===== src/rtl/mips_exec_arith.sv =====
// mips_exec_arith: PC+4 and branch-target adders, 32-bit MIPS ALU and a debug capture register.
// Combinational results feed the same-cycle datapath muxes; result_q/zero_q/overflow_q observe the last captured ALU output.
module mips_exec_arith #(
    parameter int WIDTH = 32
) (
    input  logic             clk,
    input  logic             rst_n,
    input  logic [WIDTH-1:0] pc_in,
    input  logic [WIDTH-1:0] branch_offset,
    input  logic [WIDTH-1:0] operand1,
    input  logic [WIDTH-1:0] operand2,
    input  logic [3:0]       alu_select,
    input  logic             capture_en,
    output logic [WIDTH-1:0] pc_plus4,
    output logic [WIDTH-1:0] branch_target,
    output logic [WIDTH-1:0] alu_result,
    output logic             zero_flag,
    output logic             overflow,
    output logic [WIDTH-1:0] result_q,
    output logic             zero_q,
    output logic             overflow_q
);
    localparam logic [3:0] OP_AND = 4'b0000;
    localparam logic [3:0] OP_OR  = 4'b0001;
    localparam logic [3:0] OP_ADD = 4'b0010;
    localparam logic [3:0] OP_SUB = 4'b0110;
    localparam logic [3:0] OP_SLT = 4'b0111;
    localparam logic [3:0] OP_NOR = 4'b1100;

    logic [WIDTH-1:0] sum, diff;
    logic             slt, ov_add, ov_sub;

    assign pc_plus4      = pc_in + WIDTH'(4);
    assign branch_target = pc_plus4 + branch_offset;

    assign sum  = operand1 + operand2;
    assign diff = operand1 - operand2;
    // SLT uses a true signed compare so it stays correct when A-B overflows
    assign slt    = $signed(operand1) < $signed(operand2);
    assign ov_add = (operand1[WIDTH-1] == operand2[WIDTH-1]) && (sum[WIDTH-1] != operand1[WIDTH-1]);
    assign ov_sub = (operand1[WIDTH-1] != operand2[WIDTH-1]) && (diff[WIDTH-1] != operand1[WIDTH-1]);

    always_comb begin
        alu_result = alu_select == OP_AND ? operand1 & operand2 :
                     alu_select == OP_OR  ? operand1 | operand2 :
                     alu_select == OP_ADD ? sum :
                     alu_select == OP_SUB ? diff :
                     alu_select == OP_SLT ? {{(WIDTH-1){1'b0}}, slt} :
                     alu_select == OP_NOR ? ~(operand1 | operand2) :
                     '0;
        overflow   = alu_select == OP_ADD ? ov_add :
                     alu_select == OP_SUB ? ov_sub : 1'b0;
    end

    assign zero_flag = alu_result == '0;

    always_ff @(posedge clk or negedge rst_n) begin
        if (!rst_n) begin
            result_q   <= '0;
            zero_q     <= 1'b0;
            overflow_q <= 1'b0;
        end else if (capture_en) begin
            result_q   <= alu_result;
            zero_q     <= zero_flag;
            overflow_q <= overflow;
        end
    end
endmodule


===== config.mk =====
export PLATFORM = sky130hd
export DESIGN_NAME = mips_exec_arith
export DESIGN_NICKNAME = d
export VERILOG_FILES = /design/src/rtl/mips_exec_arith.sv
export SDC_FILE = /design/constraint.sdc
export NUM_CORES = 1
export LEC_CHECK = 0
export BUFFER_PORTS_ARGS = -buffer_cell sky130_fd_sc_hd__clkbuf_2
export CAP_MARGIN = 5
export CORE_MARGIN = 2
export CORE_UTILIZATION = 49
export DETAILED_ROUTE_END_ITERATION = 8
export PLACE_DENSITY = 0.85
export RECOVER_POWER = 50
export SLEW_MARGIN = 20
export SYNTH_ARGS = -nofsm -noshare
export SYNTH_HDL_FRONTEND = slang
export SYNTH_SLANG_ARGS = --single-unit

===== constraint.sdc =====
create_clock -name clk -period 3.65 [get_ports clk]
set_input_delay 0.1825 -clock clk [delete_from_list [all_inputs] [get_ports clk]]
set_output_delay 0.1825 -clock clk [all_outputs]
set_load 0.03 [all_outputs]

### After elaboration in Yosys (flattened, before gate mapping)

Cells that the tools add are included.

| operators by class | value |
|---|---|
| magnitude comparators | 1 |
| $add $sub $neg | 4 |
| bitwise logic cells | 3 |
| reductions and logical operators | 4 |
| eq/ne operators | 9 |
| multiplexer cells | 8 |

Operator list:

| operator | count |
|---|---|
| $mux W32 | 6 |
| $add A32 B32 Y32 | 2 |
| $add A32 B3 Y32 const B | 1 |
| $and A32 B32 Y32 | 1 |
| $logic_not A32 Y1 | 1 |
| $lt A32 B32 Y1 | 1 |
| $not A32 Y32 | 1 |
| $or A32 B32 Y32 | 1 |
| $sub A32 B32 Y32 | 1 |
| $eq A4 B3 Y1 const B | 2 |
| $eq A4 B1 Y1 const B | 1 |
| $eq A4 B2 Y1 const B | 1 |
| $eq A4 B4 Y1 const B | 1 |
| $logic_not A4 Y1 | 1 |
| $ne A1 B1 Y1 | 3 |
| $logic_and A1 B1 Y1 | 2 |
| $mux W1 | 2 |
| $eq A1 B1 Y1 | 1 |

| storage, ports and cells | value |
|---|---|
| bits of input ports | 135 |
| output and inout bits | 132 |
| register bits | 34 |
| logic and storage cells | 32 |

### Logic depth before layout (Yosys ltp)

| depth | value |
|---|---|
| depth in word-level cells | 9 |
| mapped depth | 19 |
| mapped depth without buffers | 19 |

### Worst setup path after synthesis

No wires, ideal clock.

| path | value |
|---|---|
| path type | input to output |
| start point | input port operand1[0] |
| end point | output port zero_flag |
| data required time | 3.467 ns |
| path slack | -1.083 ns |
| arrival | 4.550 ns |
| stages on the path | 14 |
| path buffers | 0 |
| cell sequence | ha_1 -> inv_1 -> fa_1 -> nand2b_2 -> a21oi_1 -> or2_2 -> o211ai_1 -> o32a_1 -> or4_1 -> or4_1 -> or4_1 -> nor4_2 -> nand4_1 -> nor4_1 |

| between the ends | value |
|---|---|
| elaborated cells between the ends (all ways) | 13 |
| classes of those cells | 2 x add/sub; 1 x order compare; 6 x mux; 3 x bitwise; 1 x reduce/logical |

RTL lines:

| element | line | RTL |
|---|---|---|
| start: declaration | 10 | `input logic [WIDTH-1:0] operand1,` |
| $sub A32 B32 Y32 | 37 | `assign diff = operand1 - operand2;` |
| $mux W32 | 47 | `alu_select == OP_SUB ? diff :` |
| $mux W32 * | 46 | `alu_select == OP_ADD ? sum :` |
| $mux W32 * | 45 | `alu_select == OP_OR ? operand1 \| operand2 :` |
| $mux W32 * | 44 | `alu_result = alu_select == OP_AND ? operand1 & operand2 :` |
| via alu_result[6] | 16 | `output logic [WIDTH-1:0] alu_result,` |
| $logic_not A32 Y1 * | 55 | `assign zero_flag = alu_result == '0;` |
| end: declaration | 17 | `output logic zero_flag,` |

Mark *: on every way through the listed nets, which the timed path passes. The rest lies on a longest branch.

### Worst setup path in the final report

| path | value |
|---|---|
| start point | input port operand2[1] |
| end point | output port zero_flag |

| between the ends | value |
|---|---|
| longest elaborated chain between the ends | 9 |
| elaborated cells between the ends (all ways) | 13 |
| classes of those cells | 2 x add/sub; 1 x order compare; 6 x mux; 3 x bitwise; 1 x reduce/logical |

RTL lines:

| element | line | RTL |
|---|---|---|
| start: declaration | 11 | `input logic [WIDTH-1:0] operand2,` |
| parallel branches: the longest is 7 deep, another holds $lt A32 B32 Y1 | - |  |
| $mux W32 * | 44 |  |
| $logic_not A32 Y1 * | 55 |  |

Mark *: on every way between the ends.

==> impl_metrics.env <==
export IMPL_switching_share_pct=48.9
export IMPL_synth_top_area_share_pct=17.6
export IMPL_cts_sinks=34
export IMPL_status="finished, violations left"
export IMPL_ir_drop_uv=424
export IMPL_grt_overflow=0
export IMPL_min_delay_path_class="in -> reg"
export IMPL_gr_usage_all_layers_pct=39.7
export IMPL_regToRegSetupSlack_ps=2830
export IMPL_drt_iter0_markers=1710
export IMPL_r2r_end="result_q[15]$_DFFE_PN0P_"
export IMPL_finalCritPeriodShare_pct=115
export IMPL_cts_tree="built"
export IMPL_synthCells=1263
export IMPL_fp_row_count=49
export IMPL_cp_slowest_cell="o311a_1"
export IMPL_layout_cells_non_filler=2048
export IMPL_slew_violations=35
export IMPL_ctsLongestPathBuffers=2
export IMPL_crit_start="operand2[1]"
export IMPL_sequentialPowerShare_pct=12.3
export IMPL_clk_pin_slew_worst_paths_ps=60
export IMPL_min_period_ps=4210
export IMPL_finalWorstSetupSlack_ps=-559
export IMPL_dp_hpwl_um=31300
export IMPL_path_max_fanout=4
export IMPL_critPathKind="in -> out"
export IMPL_violations="capacitance limit, slew limit, setup timing"
export IMPL_clock_latency_ps=280
export IMPL_wl_per_cell_um=21.7
export IMPL_synth_common_cells="ha_1, a21oi_1, inv_1"
export IMPL_die_y_um=140
export IMPL_cts_buffers_inserted=5
export IMPL_gr_usage_met3_pct=7.76
export IMPL_startpoint_type="input pin"
export IMPL_start_util_pct=50.4
export IMPL_ys_async_sr_fraction_pct=100
export IMPL_design_power_total_mw=3.71
export IMPL_crit_end="zero_flag"
export IMPL_power_frac_comb_pct=72.4
export IMPL_max_freq_mhz=238
export IMPL_final_antenna_net_count=0
export IMPL_grt_busiest_layer="met2"
export IMPL_ys_ff_latch=34
export IMPL_yosysTopAreaCell="ha_1"
export IMPL_max_stage_delay_ps=390
export IMPL_grt_max_degree=38
export IMPL_grt_pass1_vias=12700
export IMPL_yosysMostFrequentCell="ha_1"
export IMPL_power_leakage_nw=6.99
export IMPL_gp_routability_congestion=1.05
export IMPL_die_x_um=140
export IMPL_io_buffers=266
export IMPL_ios=267
export IMPL_regToRegStartpoint="result_q[15]$_DFFE_PN0P_"
export IMPL_hold_violations=0
export IMPL_grt_met1_usage_pct=46.0
export IMPL_r2r_cells=1
export IMPL_tightest_slew_ps=1940
export IMPL_post_synth_num_cell_types=85
export IMPL_cts_root_buf="clkbuf_16"
export IMPL_grtUsageMet2_pct=70.4
export IMPL_fin_nets=2083
export IMPL_yosysSeqAreaShare_pct=9.33
export IMPL_vias_per_cell=6.42
export IMPL_ys_top_cells_by_area="ha_1, dfrtp_1, a21oi_1"
export IMPL_yosysWarningCount=0
export IMPL_synth_nets=1529
export IMPL_critPathCaptureType="primary output"
export IMPL_avgSynthCellArea_um2=7.22
export IMPL_dpl_cell_count=2004
export IMPL_path_cells="clkbuf_2, inv_1, ha_1, nor2_1, o311a_1, o311a_1, a41oi_2, a31oi_4, buf_4, buf_4, a31oi_1, nor2b_1, o32ai_4, nor4_4, nand4_1, buf_6, nor4_4, clkbuf_8"
export IMPL_netlist_area_um2=9120
export IMPL_slew_headroom_pct=-29.1
export IMPL_clock_skew_ps=0
export IMPL_antenna_found_initial=1
export IMPL_drc=0
export IMPL_finalSetupViolations=12
export IMPL_drive_above_1_share_pct=40.7
export IMPL_synth_edf_count=0
export IMPL_pwr_density_cell_nw_per_um2=261
export IMPL_p_int_mw=1.90
export IMPL_dieArea_um2=19700
export IMPL_maxCapViolCount=1
export IMPL_htree_levels=2
export IMPL_ys_dominant_reg_cell="dfrtp_1"
export IMPL_p_clk_share_pct=15.3
export IMPL_worstPathRequired_ps=3470
export IMPL_drt_pass1_iterations=6
export IMPL_switchingPower_mw=1.82
export IMPL_wl_um=44400
export IMPL_crit_arrival_ps=4030
export IMPL_rsz0062_at_grt="yes"
export IMPL_vias=13100
export IMPL_grt_pass1_wl_um=64100
export IMPL_areaGrowthSynthToFinish_pct=56.0
export IMPL_coreArea_um2=18100
## how the worst min path moves through the flow
stage                              end  slack, ps  cells after the start    startpoint
3_5_place_dp   result_q[2]$_DFFE_PN0P_        350                      1         rst_n
6_report        overflow_q$_DFFE_PN0P_        420                      3  operand1[31]
3_3_place_gp   result_q[1]$_DFFE_PN0P_        320                      1         rst_n
2_1_floorplan   overflow_q$_DFFE_PN0P_       -110                      0         rst_n
4_1_cts        result_q[4]$_DFFE_PN0P_         50                      1         rst_n
5_1_grt         overflow_q$_DFFE_PN0P_        440                      3  operand1[31]
## cell families (layout without fill, tap and decap cells)
group / after synthesis / count (layout) / share of synthesized area, %
AO/OA/AOI/OAI: 428 / 428 / 31.5
XOR/XNOR: 72 / 72 / 6.91
adder cells (fa/ha/maj): 131 / 131 / 18.2
buffers and inverters: 178 / 733 / 7.95
flip-flops: 34 / 34 / 9.33
multiplexers: 38 / 38 / 4.59
other: 0 / 1 / 0
AND/OR/NAND/NOR: 382 / 382 / 21.5
## cells in the final DEF (no fill, tap or decap), types with 11 or more instances in the layout
cell / n
a211oi_1: 14
a21o_1: 22
a21oi_1: 115
a22oi_1: 12
a31oi_1: 11
and3_1: 12
buf_4: 332
buf_6: 22
clkbuf_1: 52
clkbuf_2: 197
dfrtp_1: 34
ha_1: 111
ha_4: 14
inv_1: 109
mux2_2: 31
nand2_1: 72
nand2b_1: 23
nand3_1: 36
nand4_1: 13
nor2_1: 92
nor2b_1: 14
nor3_1: 18
nor4_1: 15
o211ai_1: 17
o21a_1: 12
o21ai_0: 50
o21bai_1: 11
o22a_1: 12
o22ai_1: 18
or3_1: 14
xnor2_1: 40
xor2_1: 13
## critical path: cells and delay by family
kind,cells,cell delay [ps]
AOI/OAI and AO/OA,6,1680
buffers and inverters,6,860
and+or+nand+nor,5,970
adders and majority gates,1,340
## power by group through the flow
| stage | clock (mW) | combinational, mW | sequential [mW] |
|---|---|---|---|
| floorplan | 0 | 1.32 | 0.555 |
| global placement | 0 | 2.32 | 0.456 |
| detailed placement | 0 | 2.38 | 0.462 |
| CTS | 0.571 | 2.47 | 0.455 |
| global route | 0.583 | 2.83 | 0.462 |
| finish | 0.567 | 2.69 | 0.457 |
## metrics by stage
stage                     setup TNS (ps)  utilization (%)  worst slack [ps]  hold WS [ps]  instance area [µm²]
after floorplan                     -544                -              -216          -113                 9420
after detailed placement           -3160             72.3              -654           346                13100
after global routing               -5380             78.7              -640           439                14200
after CTS                           -937             76.0              -524          49.0                13800
final                              -2310             78.7              -559           417                14200
after global placement             -2020             72.3              -527           319                13100
## what timing repair did
action                     4_1_cts  5_1_grt
hold endpoints to repair         0        0
setup buffers                   20       19
pin swaps                       32       52
gates resized for setup         73       99
setup endpoints to repair       14       26
hold buffers                     0        0
## per-layer routing
metal | part of all wire, % | vias up
met5 | 0 | -
met4 | 7.9 | 0
met3 | 12 | 358
met2 | 46 | 1055
met1 | 34 | 5989
li1 | - | 5745
## layout make-up
| type | count | area, µm² |
|---|---|---|
| antenna | 1 | 2.50 |
| clock buffer | 5 | 125 |
| clock inverter | 3 | 68.8 |
| fill | 1218 | 3850 |
| inverter | 113 | 432 |
| multi-input combinational | 1051 | 8420 |
| sequential | 34 | 851 |
| tap | 229 | 287 |
| timing repair buffer | 612 | 4040 |
## flip-flops by register name, summed over array words and instances, names as in the netlist
| register | flops |
|---|---|
| overflow_q | 1 |
| result_q | 32 |
| zero_q | 1 |
Note: power is estimated with default switching activity, not from simulation.
